File: config.mk
export PLATFORM = sky130hd
export DESIGN_NAME = baud_gen_frac_flat
export DESIGN_NICKNAME = d
export VERILOG_FILES = /design/src/rtl/uart_pkg.sv /design/src/rtl/baud_gen_frac_if.sv /design/src/rtl/baud_frac_acc.sv /design/src/rtl/baud_gen_frac.sv /design/src/flat_wrapper.sv
export SDC_FILE = /design/constraint.sdc
export NUM_CORES = 1
export LEC_CHECK = 0
export CORE_ASPECT_RATIO = 2
export CORE_UTILIZATION = 50
export DETAILED_ROUTE_END_ITERATION = 8
export PLACE_DENSITY = 0.69
export SLEW_MARGIN = 15
export SYNTH_ARGS = -nofsm -noshare
export SYNTH_HDL_FRONTEND = slang
export SYNTH_HIERARCHICAL = 1
export SYNTH_SLANG_ARGS = --single-unit
File: constraint.sdc
create_clock -name clk -period 3.6 [get_ports clk]
set_input_delay 0.72 -clock clk [delete_from_list [all_inputs] [get_ports clk]]
set_output_delay 0.72 -clock clk [all_outputs]
set_load 0.05 [all_outputs]
File: src/rtl/uart_pkg.sv
// Shared UART timing definitions: divisor limits, default widths and the
// divisor pair type exchanged with the register block.
package uart_pkg;

  localparam int MIN_DIV    = 2;
  localparam int DEF_DIV_W  = 16;
  localparam int DEF_FRAC_W = 4;
  localparam int DEF_OVS    = 16;

  typedef struct packed {
    logic [DEF_DIV_W-1:0]  int_part;
    logic [DEF_FRAC_W-1:0] frac;
  } baud_div_t;

  function automatic logic div_ok(input logic [31:0] d);
    return d >= 32'(MIN_DIV);
  endfunction

endpackage

File: src/rtl/baud_gen_frac_if.sv
// Control/tick bundle between the register block, the baud generator and
// the UART TX/RX engines.
interface baud_gen_frac_if #(
  parameter int DIV_W  = uart_pkg::DEF_DIV_W,
  parameter int FRAC_W = uart_pkg::DEF_FRAC_W
);
  logic              enable;
  logic              sync_clr;
  logic              div_load;
  logic [DIV_W-1:0]  div_int;
  logic [FRAC_W-1:0] div_frac;
  logic              os_tick;
  logic              bit_tick;
  logic              mid_tick;
  logic              div_err;

  modport master (
    output enable, sync_clr, div_load, div_int, div_frac,
    input  os_tick, bit_tick, mid_tick, div_err
  );

  modport slave (
    input  enable, sync_clr, div_load, div_int, div_frac,
    output os_tick, bit_tick, mid_tick, div_err
  );
endinterface

File: src/rtl/baud_frac_acc.sv
// Fractional accumulator: adds the fractional divisor once per oversample
// period; the carry stretches the following period by one cycle.
module baud_frac_acc
  import uart_pkg::*;
#(
  parameter int FRAC_W = DEF_FRAC_W
) (
  input  logic              clk,
  input  logic              reset,
  input  logic              tick_in,
  input  logic              clr,
  input  logic [FRAC_W-1:0] frac,
  output logic              ext
);

  logic [FRAC_W-1:0] acc;
  logic [FRAC_W:0]   sum;

  assign sum = {1'b0, acc} + {1'b0, frac};

  always_ff @(posedge clk or negedge reset) begin
    if (!reset) begin
      acc <= '0;
      ext <= 1'b0;
    end else if (clr) begin
      acc <= '0;
      ext <= 1'b0;
    end else if (tick_in) begin
      {ext, acc} <= sum;
    end
  end

endmodule

File: src/rtl/baud_gen_frac.sv
// Fractional baud-rate generator: produces oversample, bit and mid-bit ticks
// from a runtime-loadable integer+fractional divisor with bit-aligned updates.
module baud_gen_frac
  import uart_pkg::*;
#(
  parameter int DIV_W    = DEF_DIV_W,
  parameter int FRAC_W   = DEF_FRAC_W,
  parameter int OVS      = DEF_OVS,
  parameter int DEF_INT  = 27,
  parameter int DEF_FRAC = 0
) (
  input  logic             clk,
  input  logic             reset,
  baud_gen_frac_if.slave   bus
);

  localparam int OS_W = (OVS > 1) ? $clog2(OVS) : 1;

  logic [DIV_W-1:0]  cnt;
  logic [DIV_W-1:0]  last;
  logic [DIV_W-1:0]  act_int;
  logic [DIV_W-1:0]  pend_int;
  logic [FRAC_W-1:0] act_frac;
  logic [FRAC_W-1:0] pend_frac;
  logic              pend_vld;
  logic [OS_W-1:0]   os_cnt;
  logic              ext;
  logic              adv;
  logic              os_wrap;
  logic              bit_edge;
  logic              apply;
  logic              load_ok;
  logic              os_tick_q;
  logic              bit_tick_q;
  logic              mid_tick_q;
  logic              div_err_q;

  // Terminal count stretches by one cycle whenever the accumulator carried.
  assign last     = act_int - DIV_W'(1) + DIV_W'(ext);
  assign adv      = bus.enable && !bus.sync_clr && (cnt == last);
  assign os_wrap  = (os_cnt == OS_W'(OVS - 1));
  assign bit_edge = adv && os_wrap;
  assign apply    = pend_vld && (bus.sync_clr || !bus.enable || bit_edge);
  assign load_ok  = bus.div_load && div_ok(32'(bus.div_int));

  baud_frac_acc #(
    .FRAC_W (FRAC_W)
  ) u_acc (
    .clk     (clk),
    .reset   (reset),
    .tick_in (adv),
    .clr     (bus.sync_clr),
    .frac    (act_frac),
    .ext     (ext)
  );

  always_ff @(posedge clk or negedge reset) begin
    if (!reset) begin
      cnt        <= '0;
      os_cnt     <= '0;
      os_tick_q  <= 1'b0;
      bit_tick_q <= 1'b0;
      mid_tick_q <= 1'b0;
    end else begin
      os_tick_q  <= 1'b0;
      bit_tick_q <= 1'b0;
      mid_tick_q <= 1'b0;
      if (bus.sync_clr) begin
        cnt    <= '0;
        os_cnt <= '0;
      end else if (bus.enable) begin
        if (adv) begin
          cnt        <= '0;
          os_tick_q  <= 1'b1;
          bit_tick_q <= os_wrap;
          mid_tick_q <= (os_cnt == OS_W'(OVS / 2 - 1));
          os_cnt     <= os_wrap ? '0 : os_cnt + OS_W'(1);
        end else begin
          cnt <= cnt + DIV_W'(1);
        end
      end
    end
  end

  // A valid load landing on an apply edge goes straight to the active pair.
  always_ff @(posedge clk or negedge reset) begin
    if (!reset) begin
      act_int   <= DIV_W'(DEF_INT);
      act_frac  <= FRAC_W'(DEF_FRAC);
      pend_int  <= '0;
      pend_frac <= '0;
      pend_vld  <= 1'b0;
      div_err_q <= 1'b0;
    end else begin
      div_err_q <= bus.div_load && !load_ok;
      if (apply) begin
        act_int  <= load_ok ? bus.div_int  : pend_int;
        act_frac <= load_ok ? bus.div_frac : pend_frac;
        pend_vld <= 1'b0;
      end else if (load_ok) begin
        pend_int  <= bus.div_int;
        pend_frac <= bus.div_frac;
        pend_vld  <= 1'b1;
      end
    end
  end

  assign bus.os_tick  = os_tick_q;
  assign bus.bit_tick = bit_tick_q;
  assign bus.mid_tick = mid_tick_q;
  assign bus.div_err  = div_err_q;

endmodule

File: src/flat_wrapper.sv
// flat-port wrapper written by rule: the top's interface ports become plain ports
module baud_gen_frac_flat import uart_pkg::*;
#(
  parameter int DIV_W    = DEF_DIV_W,
  parameter int FRAC_W   = DEF_FRAC_W,
  parameter int OVS      = DEF_OVS,
  parameter int DEF_INT  = 27,
  parameter int DEF_FRAC = 0
)
  (clk, reset, bus_enable, bus_sync_clr, bus_div_load, bus_div_int, bus_div_frac, bus_os_tick, bus_bit_tick, bus_mid_tick, bus_div_err);
  baud_gen_frac_if #(.DIV_W(DIV_W), .FRAC_W(FRAC_W)) bus_i ();
  input  logic clk;
  input  logic reset;
  input wire logic [$bits(bus_i.enable)-1:0] bus_enable;
  input wire logic [$bits(bus_i.sync_clr)-1:0] bus_sync_clr;
  input wire logic [$bits(bus_i.div_load)-1:0] bus_div_load;
  input wire logic [$bits(bus_i.div_int)-1:0] bus_div_int;
  input wire logic [$bits(bus_i.div_frac)-1:0] bus_div_frac;
  output wire logic [$bits(bus_i.os_tick)-1:0] bus_os_tick;
  output wire logic [$bits(bus_i.bit_tick)-1:0] bus_bit_tick;
  output wire logic [$bits(bus_i.mid_tick)-1:0] bus_mid_tick;
  output wire logic [$bits(bus_i.div_err)-1:0] bus_div_err;
  assign bus_i.enable = bus_enable;
  assign bus_i.sync_clr = bus_sync_clr;
  assign bus_i.div_load = bus_div_load;
  assign bus_i.div_int = bus_div_int;
  assign bus_i.div_frac = bus_div_frac;
  assign bus_os_tick = bus_i.os_tick;
  assign bus_bit_tick = bus_i.bit_tick;
  assign bus_mid_tick = bus_i.mid_tick;
  assign bus_div_err = bus_i.div_err;
  baud_gen_frac #(.DIV_W(DIV_W), .FRAC_W(FRAC_W), .OVS(OVS), .DEF_INT(DEF_INT), .DEF_FRAC(DEF_FRAC)) u_core (.clk(clk), .reset(reset), .bus(bus_i));
endmodule
# After elaboration in Yosys (flattened, before gate mapping)

Cells that the tools add are included.

$add $sub $neg: 5
$lt $le $gt $ge: 1
Eq/ne operators: 3
Multiplexer cells: 24
Reductions and logical operators: 15

Operators by type and width:

| kind                    | number |
|---|---|
| $mux W16                | 4 |
| $mux W4                 | 7 |
| $add A16 B1 Y16         | 1 |
| $add A16 B1 Y16 const B | 1 |
| $eq A16 B16 Y1          | 1 |
| $ge A16 B2 Y1 const B   | 1 |
| $sub A16 B1 Y16 const B | 1 |
| $mux W1                 | 13 |
| $logic_and A1 B1 Y1     | 6 |
| $reduce_bool A2 Y1      | 3 |
| $add A4 B4 Y5           | 1 |
| $add A4 B1 Y4 const B   | 1 |
| $eq A4 B3 Y1 const B    | 1 |
| $eq A4 B4 Y1 const B    | 1 |
| $logic_not A1 Y1        | 3 |
| $logic_or A1 B1 Y1      | 2 |
| $reduce_and A2 Y1       | 1 |

Register bits after elaboration: 70
Word-level logic and storage cells: 61

# Depth between registers and ports, before layout

Depth in word-level cells: 8
Mapped depth: 14

# Hierarchy

Netlist, hierarchy kept.

Modules (own cells, without submodules):

| module        | instances | cells each | area each (µm²) |
|---|---|---|---|
| baud_gen_frac | 1         | 476        | 4,086.4 |
| baud_frac_acc | 1         | 33         | 346.6 |

# Worst setup path after synthesis

No wires, ideal clock.

Path type: register to register
From: register u_core.act_int[9]
To: register u_core.u_acc.acc[3]
Data arrival time: 2.925 ns
Data required time: 3.533 ns
Path slack: 0.608 ns
Stages on the path, launching flop included: 13
Buffers on the path: 2
Cell sequence: dfrtp_1 buf_6 or4_4 or4_1 a2111oi_2 a211o_2 and2_2 nand4_1 inv_1 buf_4 clkinv_1 a2111oi_2 a311o_1

Cells in the longest elaborated chain, start to end: 5

Ends and longest elaborated chain:

| what                         | RTL line            | text |
|---|---|---|
| start, declared              | baud_gen_frac.sv:21 | `logic [DIV_W-1:0] act_int;` |
| start signal, assigned       | baud_gen_frac.sv:88 | `act_int <= DIV_W'(DEF_INT);` |
| start signal, assigned       | baud_gen_frac.sv:97 | `act_int <= load_ok ? bus.div_int : pend_int;` |
| $sub A16 B1 Y16              | baud_gen_frac.sv:39 | `assign last = act_int - DIV_W'(1) + DIV_W'(ext);` |
| $add A16 B1 Y16              | baud_gen_frac.sv:39 |  |
| $eq A16 B16 Y1               | baud_gen_frac.sv:40 | `assign adv = bus.enable && !bus.sync_clr && (cnt == last);` |
| $logic_and A1 B1 Y1          | baud_gen_frac.sv:40 |  |
| net u_core.adv               | baud_gen_frac.sv:28 | `logic adv;` |
| $reduce_bool A2 Y1 (no line) | -                   |  |
| end signal, assigned         | baud_frac_acc.sv:29 | `{ext, acc} <= sum;` |
| end, declared                | baud_frac_acc.sv:16 | `logic [FRAC_W-1:0] acc;` |

The timed path passes the listed nets, and every way through them passes these cells.
A chain may end at the register's enable or synchronous reset.

# Worst setup path in the final report

From: register u_core.u_acc.ext
To: register u_core.act_int[15]

Cells in the longest elaborated chain, start to end: 6

Ends and longest elaborated chain:

| what                   | RTL line            | text |
|---|---|---|
| start, declared        | baud_frac_acc.sv:13 | `output logic ext` |
| start signal, assigned | baud_frac_acc.sv:29 |  |
| $add A16 B1 Y16        | baud_gen_frac.sv:39 |  |
| $eq A16 B16 Y1         | baud_gen_frac.sv:40 |  |
| $logic_and A1 B1 Y1    | baud_gen_frac.sv:40 |  |
| $logic_and A1 B1 Y1    | baud_gen_frac.sv:42 | `assign bit_edge = adv && os_wrap;` |
| $logic_or A1 B1 Y1     | baud_gen_frac.sv:43 | `assign apply = pend_vld && (bus.sync_clr \|\| !bus.enable \|\| bit_edge);` |
| $logic_and A1 B1 Y1    | baud_gen_frac.sv:43 |  |

Every way passes these cells.

==> impl_summary.txt <==
----------------------------------------------------
[Layout]
  Antenna diode instance count ... 0
  Ratio of cells with drive above 1 in the final layout ... 0.134
  Area used by multi-input combinational logic ... approximately 2500 um2
  Final design instance area without fill ... 5130 um2
  Net count of the finished layout ... about 570
  Area used by sequential logic in the layout ... between 1500 and 2000 um2
  P&R area growth vs syn ... 15.6%
  Filler cells ... 762

[Logic synthesis]
  Post-synthesis instance area ... around 4400 um2
  Share of the synthesized area in the top cell type ... 0.373
  Post-synthesis net count ... between 500 and 600
  Leading cell types by count after synthesis ... sky130_fd_sc_hd__nand2_1, sky130_fd_sc_hd__dfrtp_1, sky130_fd_sc_hd__nor2_1
  Share of synthesized flip-flops with an asynchronous set or reset ... 1.00
  Post-synthesis cell count ... 509
  Leading cell type by number of instances after synthesis ... sky130_fd_sc_hd__nand2_1
  Post-synth top area cell ... sky130_fd_sc_hd__dfrtp_1
  Mapped Avg Cell Area ... between 8 and 9 um2
  Cells taking the most area after synthesis ... sky130_fd_sc_hd__dfrtp_1, sky130_fd_sc_hd__nand2_1, sky130_fd_sc_hd__mux2_4, sky130_fd_sc_hd__o21ai_0, sky130_fd_sc_hd__nor2_1
  Main flop type after synthesis ... sky130_fd_sc_hd__dfrtp_1
  Flip-flop and latch count after synthesis ... 70
  Seq/Total Area, Yosys ... 0.396
  EDFF count, synth ... 0
  Yosys warnings ... 6
  Number of distinct library cell variants in the gate-level netlist after synthesis ... between 60 and 70

[Worst setup path]
  Worst reg2reg startpoint ... u_core/u_acc/ext
  Worst Path Class, Setup ... register to register
  Crit path capture ... u_core/act_int[15]
  Data required time at the worst endpoint ... around 3.8 ns
  Slowest library cell on the worst path ... sky130_fd_sc_hd__or4b_4
  Reg-to-reg setup timing slack ... approximately 0.24 ns
  Worst stage delay on the critical path ... just over 0.5 ns
  Depth of the worst register-to-register path ... 11
  RR Endpoint ... u_core/act_int[15]
  Crit path from ... u_core/u_acc/ext
  Worst-path maximum fanout ... 40
  Nature of the critical path startpoint ... register
  Kind of capture point of the worst setup path ... register
  CP most frequent cell ... sky130_fd_sc_hd__ha_1
  Critical path data arrival time ... roughly 3.6 ns
  Cell-by-cell trace of the critical path ... inv_1 > ha_1 > ha_1 > or4b_4 > nor4_1 > xnor2_1 > nor4bb_2 > nand2_1 > o21ai_4 > buf_12 > mux2_4

[Timing]
  Relative slew slack ... 0.296
  Slew Limit Fails ... 0
  Sum of negative setup slack ... 0 ns
  Shortest clock period the worst path allows after layout ... 3.36 ns
  Setup repair after global routing missed its margin ... false
  Highest clock rate ... about 0.3 GHz
  Final hold slack ... approximately 0.45 ns
  Number of hold violations in the final report ... 0
  Final number of setup-violating endpoints ... 0
  Final critical-path setup slack ... around 0.24 ns
  Final clock period utilization by the worst path ... 0.934
  Worst clock skew on the final layout ... 0.00456 ns
  Actual transition at the worst max-transition pin ... between 1 and 1.5 ns

[Global route]
  Antenna violations before repair ... 0
  Gr ovfl total ... 0
  Wire length of the first global-routing pass ... ~19000 um
  Vias in the first global route ... roughly 3.8k
  GRT Resource Usage Total ... 0.278
  Pin count of the biggest net entering global routing ... 41

[Power and ir drop]
  Design internal power ... 1.89 mW
  Total power draw ... approximately 2.7 mW
  Switch Pwr ... about 0.8 mW
  Share of total power in sequential cells ... 0.393
  PwrDens ... around 530 nW/um2
  Worst VDD drop ... roughly 400 uV
  Clock network fraction of total power ... 0.370
  Gate power share ... 0.237
  Switching part of the total power ... 0.299
  Static leakage ... approximately 2.2 nW

[Placement]
  Area after DPL ... 4780 um2
  Final weighted congestion of routability-driven global placement ... 0.932
  Post-placement worst setup slack ... 0.177 ns
  Count of port buffers added during placement ... 28
  Sum of net half-perimeters after detailed placement ... 8230 um

[Routing]
  Number of nets with antenna violations after routing ... 0
  Vias ... around 3.7k
  First-iteration detailed-routing DRC count ... 234
  Via-to-Cell Ratio ... 5.88
  Detailed-route DRC error count ... 0
  Final WL ... 11400 um
  Number of detailed-routing iterations run before antenna repair ... 4
  Final routed wire length divided by cell count ... about 18 um

[Clock network]
  Register clock-pin slew on the reported worst setup and hold paths ... ~0.06 ns
  TritonCTS clock tree ... built
  CTS Buffer Depth ... 2
  Worst skew pair latency ... approximately 0.33 ns
  Clk Tree Root Cell ... sky130_fd_sc_hd__clkbuf_16
  CTS HTree Levels ... 3
  Total CTS buffers ... 9
  Clock sinks ... 70

[Die]
  Die X-Extent ... roughly 69 um
  Die Outline Area ... 9270 um2
  Number of placed I/O pins ... 29
  Number of cell rows ... 48
  Chip Height ... 135 um
  Initial core utilization ... 0.516
  Placeable core region ... around 8600 um2

[Status]
  Result of the run ... complete, no violations

[Job]
  Max capacitance violation total ... 0

[Hold path]
  Worst min-delay path category ... input port to async pin

----------------------------------------------------
==> cell usage in the layout, fill, tap and decap left out, drive strengths merged, types with 3 or more instances in the layout <==
cell type,count
clkdlybuf4s50,27
clkbuf,13
nor2,54
dfrtp,66
ha,8
and2,3
inv,14
o21ai,49
nor3,7
nor4b,4
dfstp,4
nor3b,4
a21oi,27
and3,4
nand2b,4
nand2,101
xnor2,19
buf,14
nand3,8
nor4,9
nand4,12
mux2,20
mux2i,5
xor2,16
==> routing by layer <==
layer | track usage | vias to the layer above | share of wire
li1 | - | 1811 | -
met1 | 0.313 | 1837 | 0.38
met2 | 0.483 | 66 | 0.56
met3 | 0.0446 | 28 | 0.026
met4 | 0.140 | 0 | 0.039
met5 | 0 | - | 0
==> metrics by stage <==
stage                     cells  utilization
after floorplan             509            -
after global placement      620        0.557
after detailed placement    620        0.557
after CTS                   636        0.596
after global routing        636        0.597
final                       636        0.597
==> cells by family (layout without fill, tap and decap cells) <==
group	Yosys count	count (layout)	share of synthesized area
simple gates	231	231	0.249
compound gates	94	94	0.126
flops	70	70	0.396
buf+inv	45	72	0.0531
xor+xnor	35	35	0.0691
mux	25	25	0.0790
fa+ha+maj	9	9	0.0271
==> worst max-delay path, delay by kind of cell (launching register included) <==
| kind | cells | cell delay (ns) |
|---|---|---|
| fa+ha+maj | 2 | 0.44 |
| simple gates | 4 | 1.36 |
| xor+xnor | 1 | 0.18 |
| flops | 1 | 0.38 |
| mux | 1 | 0.33 |
| compound gates | 1 | 0.21 |
| buf+inv | 2 | 0.30 |
==> power by group through the flow <==
stage          logic (mW)  registers [mW]  clock network [mW]
2_1_floorplan       0.525           0.991                   0
3_3_place_gp        0.609            1.06                   0
6_report            0.639            1.06               0.999
3_5_place_dp        0.632            1.07                   0
5_1_grt             0.710            1.07                1.04
4_1_cts             0.636            1.06                1.01
==> state kept, by name (all words and copies together) (netlist names) <==
| name | count |
|---|---|
| u_core/os_cnt | 4 |
| u_core/u_acc/acc | 4 |
| u_core/pend_vld | 1 |
| u_core/pend_frac | 4 |
| u_core/act_int | 16 |
| u_core/cnt | 16 |
| u_core/u_acc/ext | 1 |
| u_core/bus.div_err | 1 |
| u_core/bus.bit_tick | 1 |
| u_core/bus.os_tick | 1 |
| u_core/bus.mid_tick | 1 |
| u_core/pend_int | 16 |
| u_core/act_frac | 4 |
==> worst min path at each step <==
stage | endpoint | slack (ns)
floorplan | u_core/act_frac[0] | 0.42
detailed placement | u_core/bus.mid_tick | 0.51
global route | u_core/act_int[8] | 0.50
finish | u_core/act_int[6] | 0.45
global placement | u_core/bus.mid_tick | 0.51
CTS | u_core/act_int[8] | 0.47
==> area by class of cell <==
cell class,count,area share
clock buffer,13,0.0527
clock inverter,3,0.0127
inverter,15,0.0110
multi-input combinational,394,0.479
sequential,70,0.343
tap,100,0.0244
timing repair buffer,41,0.0776
==> what timing repair did <==
action / 4_1_cts / 5_1_grt
setup buffers: 0 / 0
setup endpoints to repair: 0 / 37
hold buffers: 0 / 0
gates resized for setup: 0 / 1
No activity file was read; power rests on OpenSTA's default activity.
